[src/rtl/nibble_serial_adder.sv]
// Multi-cycle WIDTH-bit adder/subtractor: streams 4-bit nibbles LSB first through
// a carry-lookahead slice and keeps the inter-nibble carry in a register.

module nibble_cla4 (
  input  logic [3:0] x,
  input  logic [3:0] y,
  input  logic       cin,
  output logic [3:0] sum,
  output logic       c3,
  output logic       cout
);
  logic [3:0] g;
  logic [3:0] p;
  logic [4:0] c;

  assign g    = x & y;
  assign p    = x ^ y;
  assign c[0] = cin;
  assign c[1] = g[0] | (p[0] & cin);
  assign c[2] = g[1] | (p[1] & g[0]) | (p[1] & p[0] & cin);
  assign c[3] = g[2] | (p[2] & g[1]) | (p[2] & p[1] & g[0]) | (p[2] & p[1] & p[0] & cin);
  assign c[4] = g[3] | (p[3] & g[2]) | (p[3] & p[2] & g[1]) | (p[3] & p[2] & p[1] & g[0])
              | (p[3] & p[2] & p[1] & p[0] & cin);
  assign sum  = p ^ c[3:0];
  // Carry into the slice MSB is needed by the parent for signed overflow.
  assign c3   = c[3];
  assign cout = c[4];
endmodule

module nibble_serial_adder #(
  parameter int WIDTH = 16
) (
  input  logic             clk,
  input  logic             rst,
  input  logic             start,
  input  logic             sub,
  input  logic             ci,
  input  logic [WIDTH-1:0] a,
  input  logic [WIDTH-1:0] b,
  output logic             busy,
  output logic             done,
  output logic [WIDTH-1:0] s,
  output logic             co,
  output logic             ovf
);
  localparam int NIB = WIDTH / 4;
  localparam int CW  = (NIB > 1) ? $clog2(NIB) : 1;
  localparam logic [CW-1:0] LAST = CW'(NIB - 1);

  typedef enum logic [1:0] {IDLE, RUN, DONE} state_t;

  state_t           state, state_nxt;
  logic [WIDTH-1:0] a_sh, b_sh;
  logic [WIDTH-5:0] r_sh;
  logic [CW-1:0]    cnt;
  logic             carry;
  logic [3:0]       slice_sum;
  logic             slice_c3, slice_co;
  logic             last;

  nibble_cla4 u_slice (
    .x    (a_sh[3:0]),
    .y    (b_sh[3:0]),
    .cin  (carry),
    .sum  (slice_sum),
    .c3   (slice_c3),
    .cout (slice_co)
  );

  assign last = (cnt == LAST);
  assign busy = (state != IDLE);
  assign done = (state == DONE);

  // NOTE: sequential state uses non-blocking assignments so every register
  // samples pre-edge values regardless of statement order.
  always_ff @(posedge clk or posedge rst) begin
    if (rst) state <= IDLE;
    else     state <= state_nxt;
  end

  // NOTE: state_nxt is defaulted first so no path leaves it unassigned (no latch).
  always_comb begin
    state_nxt = state;
    case (state)
      IDLE:    if (start) state_nxt = RUN;
      RUN:     if (last)  state_nxt = DONE;
      DONE:    state_nxt = IDLE;
      default: state_nxt = IDLE;
    endcase
  end

  always_ff @(posedge clk or posedge rst) begin
    if (rst) begin
      a_sh  <= '0;
      b_sh  <= '0;
      r_sh  <= '0;
      cnt   <= '0;
      carry <= 1'b0;
      s     <= '0;
      co    <= 1'b0;
      ovf   <= 1'b0;
    end else begin
      case (state)
        IDLE: if (start) begin
          a_sh  <= a;
          b_sh  <= sub ? ~b : b;
          carry <= sub ? 1'b1 : ci;
          cnt   <= '0;
        end
        RUN: begin
          // Result fills from the top; after NIB shifts the LSB nibble is at the bottom.
          r_sh  <= (WIDTH-4)'({slice_sum, r_sh} >> 4);
          carry <= slice_co;
          a_sh  <= a_sh >> 4;
          b_sh  <= b_sh >> 4;
          cnt   <= cnt + CW'(1);
          if (last) begin
            s   <= {slice_sum, r_sh};
            co  <= slice_co;
            ovf <= slice_c3 ^ slice_co;
          end
        end
        default: ;
      endcase
    end
  end
endmodule

[config.mk]
export PLATFORM = sky130hd
export DESIGN_NAME = nibble_serial_adder
export DESIGN_NICKNAME = d
export VERILOG_FILES = /design/src/rtl/nibble_serial_adder.sv
export SDC_FILE = /design/constraint.sdc
export NUM_CORES = 1
export LEC_CHECK = 0
export BUFFER_PORTS_ARGS = -buffer_cell sky130_fd_sc_hd__buf_2
export CORE_MARGIN = 3
export CORE_UTILIZATION = 35
export CTS_BUF_LIST = sky130_fd_sc_hd__clkbuf_4
export DETAILED_ROUTE_END_ITERATION = 16
export HOLD_SLACK_MARGIN = 0.08
export PLACE_DENSITY_LB_ADDON = 0.2
export SYNTH_ARGS = -nofsm -noshare
export SYNTH_HDL_FRONTEND = slang
export SYNTH_SLANG_ARGS = --single-unit
[constraint.sdc]
create_clock -name clk -period 2.2 [get_ports clk]
set_input_delay 0 -clock clk [delete_from_list [all_inputs] [get_ports clk]]
set_output_delay 0 -clock clk [all_outputs]
set_load 0.02 [all_outputs]
==> results.sh, run 1 <==
export IMPL_status="finished clean"
export IMPL_portBuffers=56
export IMPL_period_needed_ns=1.70
export IMPL_synth_seq_cells=67
export IMPL_diodes=0
export IMPL_path_class="reg -> reg"
export IMPL_start_util_pct=36.7
export IMPL_cp_start_kind="flip-flop"
export IMPL_crit_start="state[1]"
export IMPL_max_slew_worst_pin_slew_ns=0.954
export IMPL_drt_pre_antenna_iters=6
export IMPL_peakVddDrop_mv=0.408
export IMPL_via_per_inst=4.73
export IMPL_yosys_warnings=0
export IMPL_ys_top_cells_by_area="dfrtp_1, nand2_1, xnor2_1, o22a_1, o21ai_1"
export IMPL_r2r_start="state[1]"
export IMPL_gr_total_overflow=0
export IMPL_final_antenna_net_count=0
export IMPL_worstSetupEndpointType="flip-flop"
export IMPL_slew_violations=0
export IMPL_cts_tree="yes"
export IMPL_max_freq_ghz=0.588
export IMPL_cpMaxStageDelayCell="dfrtp_1"
export IMPL_grt_max_degree=40
export IMPL_grt_pass1_vias=2445
export IMPL_drc=0
export IMPL_p_per_area_nw_per_um2=1310
export IMPL_r2r_slack_ns=0.50
export IMPL_period_share_pct=77.3
export IMPL_arrival_ns=2.00
export IMPL_area_growth_pct=26.3
export IMPL_fin_cells=503
export IMPL_r2r_cells=5
export IMPL_cts_root_buf="clkbuf_4"
export IMPL_most_common_layout_cells="nand2_1, dfrtp_1, buf_2"
export IMPL_max_cap_violations=0
export IMPL_cp_required_ns=2.50
export IMPL_gp_congestion=0.739
export IMPL_clk_pin_slew_ns=0.10
export IMPL_skew_ns=0.0100
export IMPL_synth_top_area_share_pct=54.7
export IMPL_grtUsageTotal_pct=14.7
export IMPL_drive_gt1_share_pct=20.6
export IMPL_fill_cells=825
export IMPL_hold_viol=0
export IMPL_wire_per_inst_microns=13.3
export IMPL_synthDistinctLibCells=36
export IMPL_dieArea_sq_um=9910
export IMPL_synth_area_per_cell_sq_um=10.0
export IMPL_min_path_type="in -> async"
export IMPL_coreArea_sq_um=8340
export IMPL_synth_area_sq_um=3060
export IMPL_die_h_microns=99.6
export IMPL_maxSlewHeadroom_pct=36.1
export IMPL_grt_pass1_wl_microns=11600
export IMPL_vias=2378
export IMPL_ios=57
export IMPL_ctsHtreeMaxLevel=3
export IMPL_cp_max_fo=15
export IMPL_ctsResizeCount=0
export IMPL_cts_sinks=67
export IMPL_yosysSeqAreaShare_pct=54.7
export IMPL_path_cells="and2b_1 > nand2_1 > inv_2 > mux2i_1 > o31ai_1"
export IMPL_synth_net_count=349
export IMPL_setup_tns_ns=0
export IMPL_drt_iter0_drc=67
export IMPL_setup_violations=0
export IMPL_p_leak_nw=1.88
export IMPL_placedCellCount=453
export IMPL_synth_top_area_cell="dfrtp_1"
export IMPL_rsz0062_at_grt="no"
export IMPL_final_nets=437
export IMPL_routed_wl_microns=6710
export IMPL_reg2reg_to="co"
export IMPL_cts_buffer_depth=2
export IMPL_core_rowCount=33
export IMPL_final_common_cell="nand2_1"
export IMPL_place_hpwl_microns=4490
export IMPL_die_width_microns=99.6
export IMPL_clk_latency_ns=0.40
export IMPL_antenna_found_initial=0
export IMPL_netlist_instances=306
export IMPL_crit_path_end="co"
export IMPL_cts_buffers=9
export IMPL_cpPeakStageDelay_ns=0.49
==> Yosys cell counts <==
library cell and count:
nand2_1 83, dfrtp_1 67, o21ai_1 18, a21oi_1 17
nor2b_1 14, buf_2 13, xnor2_1 13, a22oi_1 11
o22a_1 11, a22o_1 9, xor2_1 6, ha_1 5
inv_1 5, nor2_1 4, o21ai_0 4, nand2b_1 3
buf_4 2, buf_6 2, clkbuf_1 2, a211o_1 1
a21o_1 1, a21oi_4 1, and2b_1 1, and3b_1 1
buf_1 1, fa_1 1, inv_2 1, mux2i_1 1
nor2_2 1, o21a_1 1, o221ai_1 1, o22ai_1 1
o31ai_1 1, or2_2 1, or2_4 1, or3_1 1
==> metal layers <==
metal  up-vias  GRT usage [%]  share of wire [%]
met5         -              0                  0
met4         0           4.41               0.89
met3         6           4.07                5.3
met2        64           25.5                 48
met1      1107           17.7                 46
li1       1201              -                  -
==> cells by family (layout without fill, tap and decap cells) <==
| kind of cell | Yosys count | count (layout) | share of synthesized area (%) |
|---|---|---|---|
| adder cells (fa/ha/maj) | 6 | 6 | 2.70 |
| buffers and inverters | 26 | 118 | 4.45 |
| flip-flops | 67 | 67 | 54.7 |
| AND/OR/NAND/NOR | 110 | 110 | 15.6 |
| XOR/XNOR | 19 | 19 | 5.43 |
| AO/OA/AOI/OAI | 77 | 77 | 16.8 |
| multiplexers | 1 | 1 | 0.327 |
==> metrics by stage <==
stage	hold WS [ns]	total power, W	setup slack [ns]	area, sq um	utilization [%]
2_1_floorplan	0.133	0.00386	0.517	3060	-
3_5_place_dp	0.130	0.00445	0.496	3420	41.0
5_1_grt	0.249	0.00556	0.350	3870	46.4
6_report	0.219	0.00507	0.500	3870	46.4
4_1_cts	0.198	0.00516	0.480	3870	46.4
3_3_place_gp	0.125	0.00439	0.549	3420	41.0
==> critical path, delay by kind of cell, from the launching register on <==
family / cells / cell delay (ns)
AND/OR/NAND/NOR: 2 / 0.59
AO/OA/AOI/OAI: 1 / 0.08
flip-flops: 1 / 0.49
buffers and inverters: 1 / 0.23
multiplexers: 1 / 0.21
==> power by group <==
group	internal, W	switching [W]
registers	0.00178	0.000319
logic	0.000968	0.00135
clock network	0.000243	0.000408
total	0.00299	0.00208
==> what timing repair did <==
action,CTS,global route
hold buffers,35,0
hold endpoints to repair,62,0
buffers inserted,0,0
==> registers in the layout, summed over array words and instances, names as in the netlist <==
| signal | cells |
|---|---|
| b_sh | 16 |
| a_sh | 16 |
| carry | 1 |
| cnt | 2 |
| r_sh | 12 |
| state | 2 |
| ovf | 1 |
| co | 1 |
| s | 16 |
==> worst min-delay path by stage <==
| stage | from | end | slack, ns | cells after the start |
|---|---|---|---|---|
| 6_report | rst | a_sh[11] | 0.22 | 3 |
| 5_1_grt | sub | b_sh[12] | 0.25 | 3 |
| 4_1_cts | sub | b_sh[13] | 0.20 | 3 |
| 3_5_place_dp | rst | a_sh[9] | 0.13 | 2 |
| 3_3_place_gp | rst | a_sh[8] | 0.13 | 2 |
| 2_1_floorplan | a[12] | a_sh[12] | 0.13 | 1 |
==> area by class of cell <==
| type | instances | area [sq um] | area share [%] |
|---|---|---|---|
| clock buffer | 11 | 82.6 | 2.13 |
| clock inverter | 4 | 18.8 | 0.485 |
| inverter | 6 | 22.5 | 0.582 |
| multi-input combinational | 213 | 1250 | 32.3 |
| sequential | 67 | 1680 | 43.3 |
| tap | 105 | 131 | 3.39 |
| timing repair buffer | 97 | 688 | 17.8 |
No activity file was read; power rests on OpenSTA's default activity.
==> run 2, diff against run 1 <==
ABC_AREA = 1   (was not set)
clock period = 1.75 ns   (was 2.2 ns; I/O delays follow)
==> run 2 against run 1 <==
  * Non-clock buffer count increased by 1
  * Global-route usage grew 0.27 points
  * First-iteration DRC count up 24%
  * Worst hold slack worse by 0.063 ns
  * Clock power grew 51%
==> results.sh, run 2 <==
export IMPL_status="finished clean"
export IMPL_setup_violations=0
export IMPL_p_leak_nw=1.92
export IMPL_ios=57
export IMPL_netlist_instances=317
export IMPL_register_area_sq_um=1680
export IMPL_reg2reg_to="s[13]"
export IMPL_post_place_ws_ns=0.323
export IMPL_synth_net_count=360
export IMPL_cts_sinks=67
export IMPL_most_common_layout_cells="nand2_1, dfrtp_1, buf_2"
export IMPL_arrival_ns=1.76
export IMPL_gp_congestion=0.782
export IMPL_grt_pass1_vias=2520
export IMPL_synthDistinctLibCells=30
export IMPL_cts_buffer_depth=2
export IMPL_fill_cells=857
export IMPL_wire_per_inst_microns=12.5
export IMPL_netlist_top_cells_count="nand2_1, dfrtp_1, inv_1"
export IMPL_synth_area_sq_um=3040
export IMPL_final_common_cell="nand2_1"
export IMPL_setup_ws_ns=0.322
export IMPL_path_class="reg -> reg"
export IMPL_min_to="b_sh[2]"
export IMPL_ys_top_cells_by_area="dfrtp_1, nand2_1, xnor2_1, inv_1, o21ai_0"
export IMPL_cp_max_fo=26
export IMPL_portBuffers=56
export IMPL_worstSetupEndpointType="flip-flop"
export IMPL_worstHoldStart="sub"
export IMPL_grt_max_degree=68
export IMPL_cts_buffers=9
export IMPL_drive_gt1_share_pct=24.2
export IMPL_p_per_area_nw_per_um2=1730
export IMPL_peakVddDrop_mv=0.565
export IMPL_slew_violations=0
export IMPL_antenna_found_initial=0
export IMPL_drt_iter0_drc=83
export IMPL_routed_wl_microns=6540
export IMPL_r2r_cells=7
export IMPL_clk_pin_slew_ns=0.11
export IMPL_cp_start_kind="flip-flop"
export IMPL_drc=0
export IMPL_max_freq_ghz=0.700
export IMPL_path_cells="ha_1 > inv_1 > nor2_8 > inv_2 > buf_12 > nand2_1 > o21ai_0"
export IMPL_period_share_pct=81.6
export IMPL_cts_tree="yes"
export IMPL_synth_top_area_share_pct=55.1
export IMPL_maxSlewHeadroom_pct=68.9
export IMPL_yosysSeqAreaShare_pct=55.1
export IMPL_synth_async_reset_ratio_pct=100
export IMPL_placedCellCount=471
export IMPL_vias=2396
export IMPL_dieArea_sq_um=9850
export IMPL_grt_pass1_wl_microns=11700
export IMPL_worstHoldPathCells=3
export IMPL_start_util_pct=36.5
export IMPL_grtUsageTotal_pct=14.9
export IMPL_core_rowCount=33
export IMPL_drt_pre_antenna_iters=4
export IMPL_clk_latency_ns=0.41
export IMPL_gr_total_overflow=0
export IMPL_fin_area_sq_um=3930
export IMPL_placed_cell_area_sq_um=3450
export IMPL_coreArea_sq_um=8340
export IMPL_place_hpwl_microns=4280
export IMPL_synthFlopType="dfrtp_1"
export IMPL_cp_required_ns=2.08
export IMPL_reg_largest_list="a_sh x16, b_sh x16, s x16"
export IMPL_cp_top_family="buffers and inverters"
export IMPL_ctsHtreeMaxLevel=3
export IMPL_diodes=0
export IMPL_synth_most_common_cell="nand2_1"
export IMPL_hold_viol=0
export IMPL_synth_edf_count=0
export IMPL_synth_top_area_cell="dfrtp_1"
export IMPL_synth_seq_cells=67
export IMPL_yosys_warnings=0
export IMPL_setup_tns_ns=0
export IMPL_skew_ns=0.0120
export IMPL_rsz0062_at_grt="no"
export IMPL_final_antenna_net_count=0
export IMPL_cpMaxStageDelayCell="dfrtp_1"
export IMPL_via_per_inst=4.59
export IMPL_area_growth_pct=29.0
export IMPL_final_nets=455
export IMPL_fin_cells=522
export IMPL_min_path_type="in -> reg"
export IMPL_r2r_slack_ns=0.32
export IMPL_synth_area_per_cell_sq_um=9.60
export IMPL_die_width_microns=99.3
export IMPL_period_needed_ns=1.43
export IMPL_multi_input_area_sq_um=1160
export IMPL_die_h_microns=99.3
export IMPL_max_slew_worst_pin_slew_ns=0.466
export IMPL_cpPeakStageDelay_ns=0.41
export IMPL_cts_root_buf="clkbuf_4"
export IMPL_r2r_start="cnt[0]"
export IMPL_max_cap_violations=0
export IMPL_crit_buf_inv=3
run 2: cell types whose count changed after synthesis, sizes merged, moves of 5 or more:
cell    before  now
o22a        11    0
buf         18    9
a21oi       18    2
inv          6   33
nand2       83   96
o21ai       22   32
o211ai       0   11
xor2         6    0
a22oi       11    6
nand3        0   14
a22o         9    1
nor2b       14    0
run 2: what timing repair did:
action	CTS	global route
buffers inserted	0	0
hold buffers	35	0
resized for setup	0	0
hold endpoints to repair	101	0
run 2: stage by stage:
step | util [%] | total power [W] | hold WS [ns]
final | 47.1 | 0.00678 | 0.156
after global routing | 47.1 | 0.00748 | 0.130
after CTS | 47.1 | 0.00691 | 0.137
after detailed placement | 41.3 | 0.00584 | 0.108
after global placement | 41.3 | 0.00578 | 0.104
after floorplan | - | 0.00500 | 0.117
run 2: worst register-to-register path: cells and delay by family (launching register included):
kind | cells | cell delay, ns
buf+inv | 3 | 0.47
fa+ha+maj | 1 | 0.22
flops | 1 | 0.41
compound gates | 1 | 0.07
simple gates | 2 | 0.17
run 2: layout make-up:
cell class              instances  share of cell area [%]
flip-flops and latches         67                    42.7
inverters                      33                    3.15
clock buffers                  10                    1.91
clock inverters                 6                    1.43
well taps                     105                    3.35
multi-input cells             203                    29.4
repair buffers                 98                    18.0
run 2: cells by family after synthesis:
| logic type | count (synthesis) | share of synthesized area, % |
|---|---|---|
| xor+xnor | 17 | 4.89 |
| fa+ha+maj | 6 | 2.71 |
| flops | 67 | 55.1 |
| compound gates | 62 | 14.2 |
| simple gates | 118 | 16.2 |
| buf+inv | 47 | 6.95 |
run 2: layer usage:
metal | GRT usage, % | up-vias | wire [microns]
li1 | - | 1222 | -
met1 | 18.8 | 1110 | 3090
met2 | 24.6 | 57 | 3060
met3 | 5.26 | 7 | 318
met4 | 3.78 | 0 | 66
met5 | 0 | - | 0
run 2: worst max-delay path by stage:
stage,start,endpoint,slack (ns),cells past startpoint
after detailed placement,cnt[0],s[11],0.32,7
after global placement,cnt[0],s[11],0.35,7
after global routing,cnt[0],s[11],0.16,7
final,cnt[0],s[13],0.32,7
after CTS,cnt[0],s[11],0.29,7
after floorplan,rst,a_sh[0],0.07,1
run 2: power by group:
group,leakage [nW],switching (W),internal [W]
registers,0.848,0.000344,0.00226
clock network,0.0736,0.000542,0.000440
logic,1.00,0.00199,0.00120
total,1.92,0.00288,0.00390
==> run 3, diff against run 2 <==
clock period = 1.3 ns   (was 1.75 ns; I/O delays follow)
==> run 3 against run 2 <==
  * The flow now finishes with violations (negative setup slack)
  * Clock skew down 0.0020 ns
  * Core utilization up 5.3 points
  * Sequential cell count unchanged
  * Sequential share of layout area is 4.3 points lower
  * Clock power increased by 50%
  * Register-to-register slack worse by 0.34 ns
  * Critical endpoint is now r_sh[11]
==> results.sh, run 3 (synthesized netlist as in run 2, its figures left out) <==
export IMPL_reg_largest_list="a_sh x16, b_sh x16, s x16"
export IMPL_routed_wl_microns=7130
export IMPL_cts_root_buf="clkbuf_4"
export IMPL_ctsHtreeMaxLevel=3
export IMPL_arrival_ns=1.62
export IMPL_core_rowCount=33
export IMPL_via_per_inst=4.65
export IMPL_path_class="reg -> reg"
export IMPL_place_hpwl_microns=4490
export IMPL_gr_total_overflow=0
export IMPL_max_cap_violations=0
export IMPL_drt_pre_antenna_iters=4
export IMPL_path_cells="ha_4 > nand3_2 > nand3_2 > nor2_4 > nand2_1 > nand3_1 > nand2_1"
export IMPL_drc=0
export IMPL_start_util_pct=36.5
export IMPL_status="complete, but fails checks"
export IMPL_grtUsageTotal_pct=15.1
export IMPL_cts_buffer_depth=2
export IMPL_cp_max_fo=4
export IMPL_maxSlewHeadroom_pct=69.0
export IMPL_final_nets=475
export IMPL_cp_start_kind="flip-flop"
export IMPL_fin_util_pct=52.4
export IMPL_period_needed_ns=1.32
export IMPL_antenna_found_initial=0
export IMPL_cts_sinks=67
export IMPL_diodes=0
export IMPL_p_clk_share_pct=13.4
export IMPL_fill_cells=779
export IMPL_peakVddDrop_mv=0.947
export IMPL_cpPeakStageDelay_ns=0.42
export IMPL_cts_tree="yes"
export IMPL_hold_viol=0
export IMPL_multi_input_area_sq_um=1360
export IMPL_dieArea_sq_um=9850
export IMPL_die_h_microns=99.3
export IMPL_crit_buf_inv=0
export IMPL_cts_buffers=9
export IMPL_final_common_cell="nand2_1"
export IMPL_final_antenna_net_count=0
export IMPL_worstSetupEndpointType="flip-flop"
export IMPL_drive_gt1_share_pct=35.9
export IMPL_wire_per_inst_microns=13.2
export IMPL_portBuffers=56
export IMPL_period_share_pct=101
export IMPL_p_leak_nw=2.06
export IMPL_cp_required_ns=1.60
export IMPL_die_width_microns=99.3
export IMPL_p_per_area_nw_per_um2=2500
export IMPL_p_sw_w=0.00460
export IMPL_most_common_layout_cells="nand2_1, dfrtp_1, buf_2"
export IMPL_seqPwrFrac_pct=32.7
export IMPL_grt_pass1_vias=2532
export IMPL_whs_ns=0.147
export IMPL_clk_latency_ns=0.41
export IMPL_max_slew_worst_pin_slew_ns=0.465
export IMPL_cpMaxStageDelayCell="dfrtp_1"
export IMPL_skew_ns=0.00999
export IMPL_max_freq_ghz=0.759
export IMPL_p_int_w=0.00634
export IMPL_coreArea_sq_um=8340
export IMPL_gp_congestion=0.729
export IMPL_min_path_type="in -> reg"
export IMPL_violations="negative setup slack"
export IMPL_grt_max_degree=36
export IMPL_setup_violations=3
export IMPL_rsz0062_at_grt="yes"
export IMPL_cp_top_family="simple AND/OR/NAND/NOR gates"
export IMPL_grt_pass1_wl_microns=11900
export IMPL_slew_violations=0
export IMPL_drt_iter0_drc=61
export IMPL_switching_share_pct=42.1
export IMPL_ios=57
export IMPL_p_comb_share_pct=53.8
export IMPL_clk_pin_slew_ns=0.11
export IMPL_vias=2519
export IMPL_setup_ws_ns=-0.0179
export IMPL_register_area_sq_um=1680
export IMPL_area_growth_pct=43.5
## run 3: cell count changes in the layout (fill, tap and decap cells not counted), sizes merged
cell,delta
bufinv,+1
buf,+19
clkinvlp,+1
inv,-1
## run 3: worst paths after layout
kind	start	to	slack (ns)	depth (start not counted)
min in group asynchronous	rst	r_sh[1]	0.24	4
hold / removal	sub	b_sh[2]	0.15	3
hold reg to reg	s[3]	s[3]	0.47	2
setup / recovery	a_sh[1]	r_sh[11]	-0.02	7
max in group asynchronous	rst	b_sh[1]	0.73	4
setup reg to reg	a_sh[1]	r_sh[11]	-0.02	7
## run 3: routing by layer
layer  routed length (microns)  track usage, %  vias up
li1                          -               -     1266
met1                      3270            19.0     1188
met2                      3450            25.1       59
met3                       349            5.19        6
met4                        57            3.57        0
met5                         0               0        -
## run 3: per-stage QoR
stage	TNS, ns	power [W]	cell area (sq um)	std cells	worst slack, ns
finish	-0.0406	0.0109	4370	542	-0.0179
global route	-0.545	0.0118	4370	542	-0.121
CTS	-0.00186	0.0102	4150	536	-0.00186
detailed placement	-1.24	0.00819	3550	484	-0.0910
global placement	-0.916	0.00809	3550	484	-0.101
floorplan	0	0.00672	3050	317	0.00266
## run 3: timing repair
item	4_1_cts	5_1_grt
hold buffers	35	0
endpoints found under the hold margin	101	0
setup endpoints to repair	32	39
pin swaps	15	26
setup buffers	1	5
resized for setup	23	46
gates cloned	0	1
## run 3: layout make-up
type / count / share of cell area (%)
Sequential cell: 67 / 38.4
Clock buffer: 9 / 1.55
Inverter: 33 / 3.32
Timing Repair Buffer: 118 / 20.7
Multi-Input combinational cell: 203 / 31.2
Tap cell: 105 / 3.01
Clock inverter: 7 / 1.89
## run 3: power groups by stage
stage                     Clock, W  Combinational, W  Sequential [W]
after detailed placement         0           0.00463         0.00356
after CTS                  0.00152           0.00514         0.00357
after global placement           0           0.00455         0.00354
after global routing       0.00161           0.00650         0.00371
final                      0.00147           0.00589         0.00358
after floorplan                  0           0.00295         0.00377
## run 3: worst register-to-register path: cells and delay by family, from the launching register on
family / cells / cell delay (ns)
adders and majority gates: 1 / 0.28
DFF: 1 / 0.42
and+or+nand+nor: 6 / 0.51
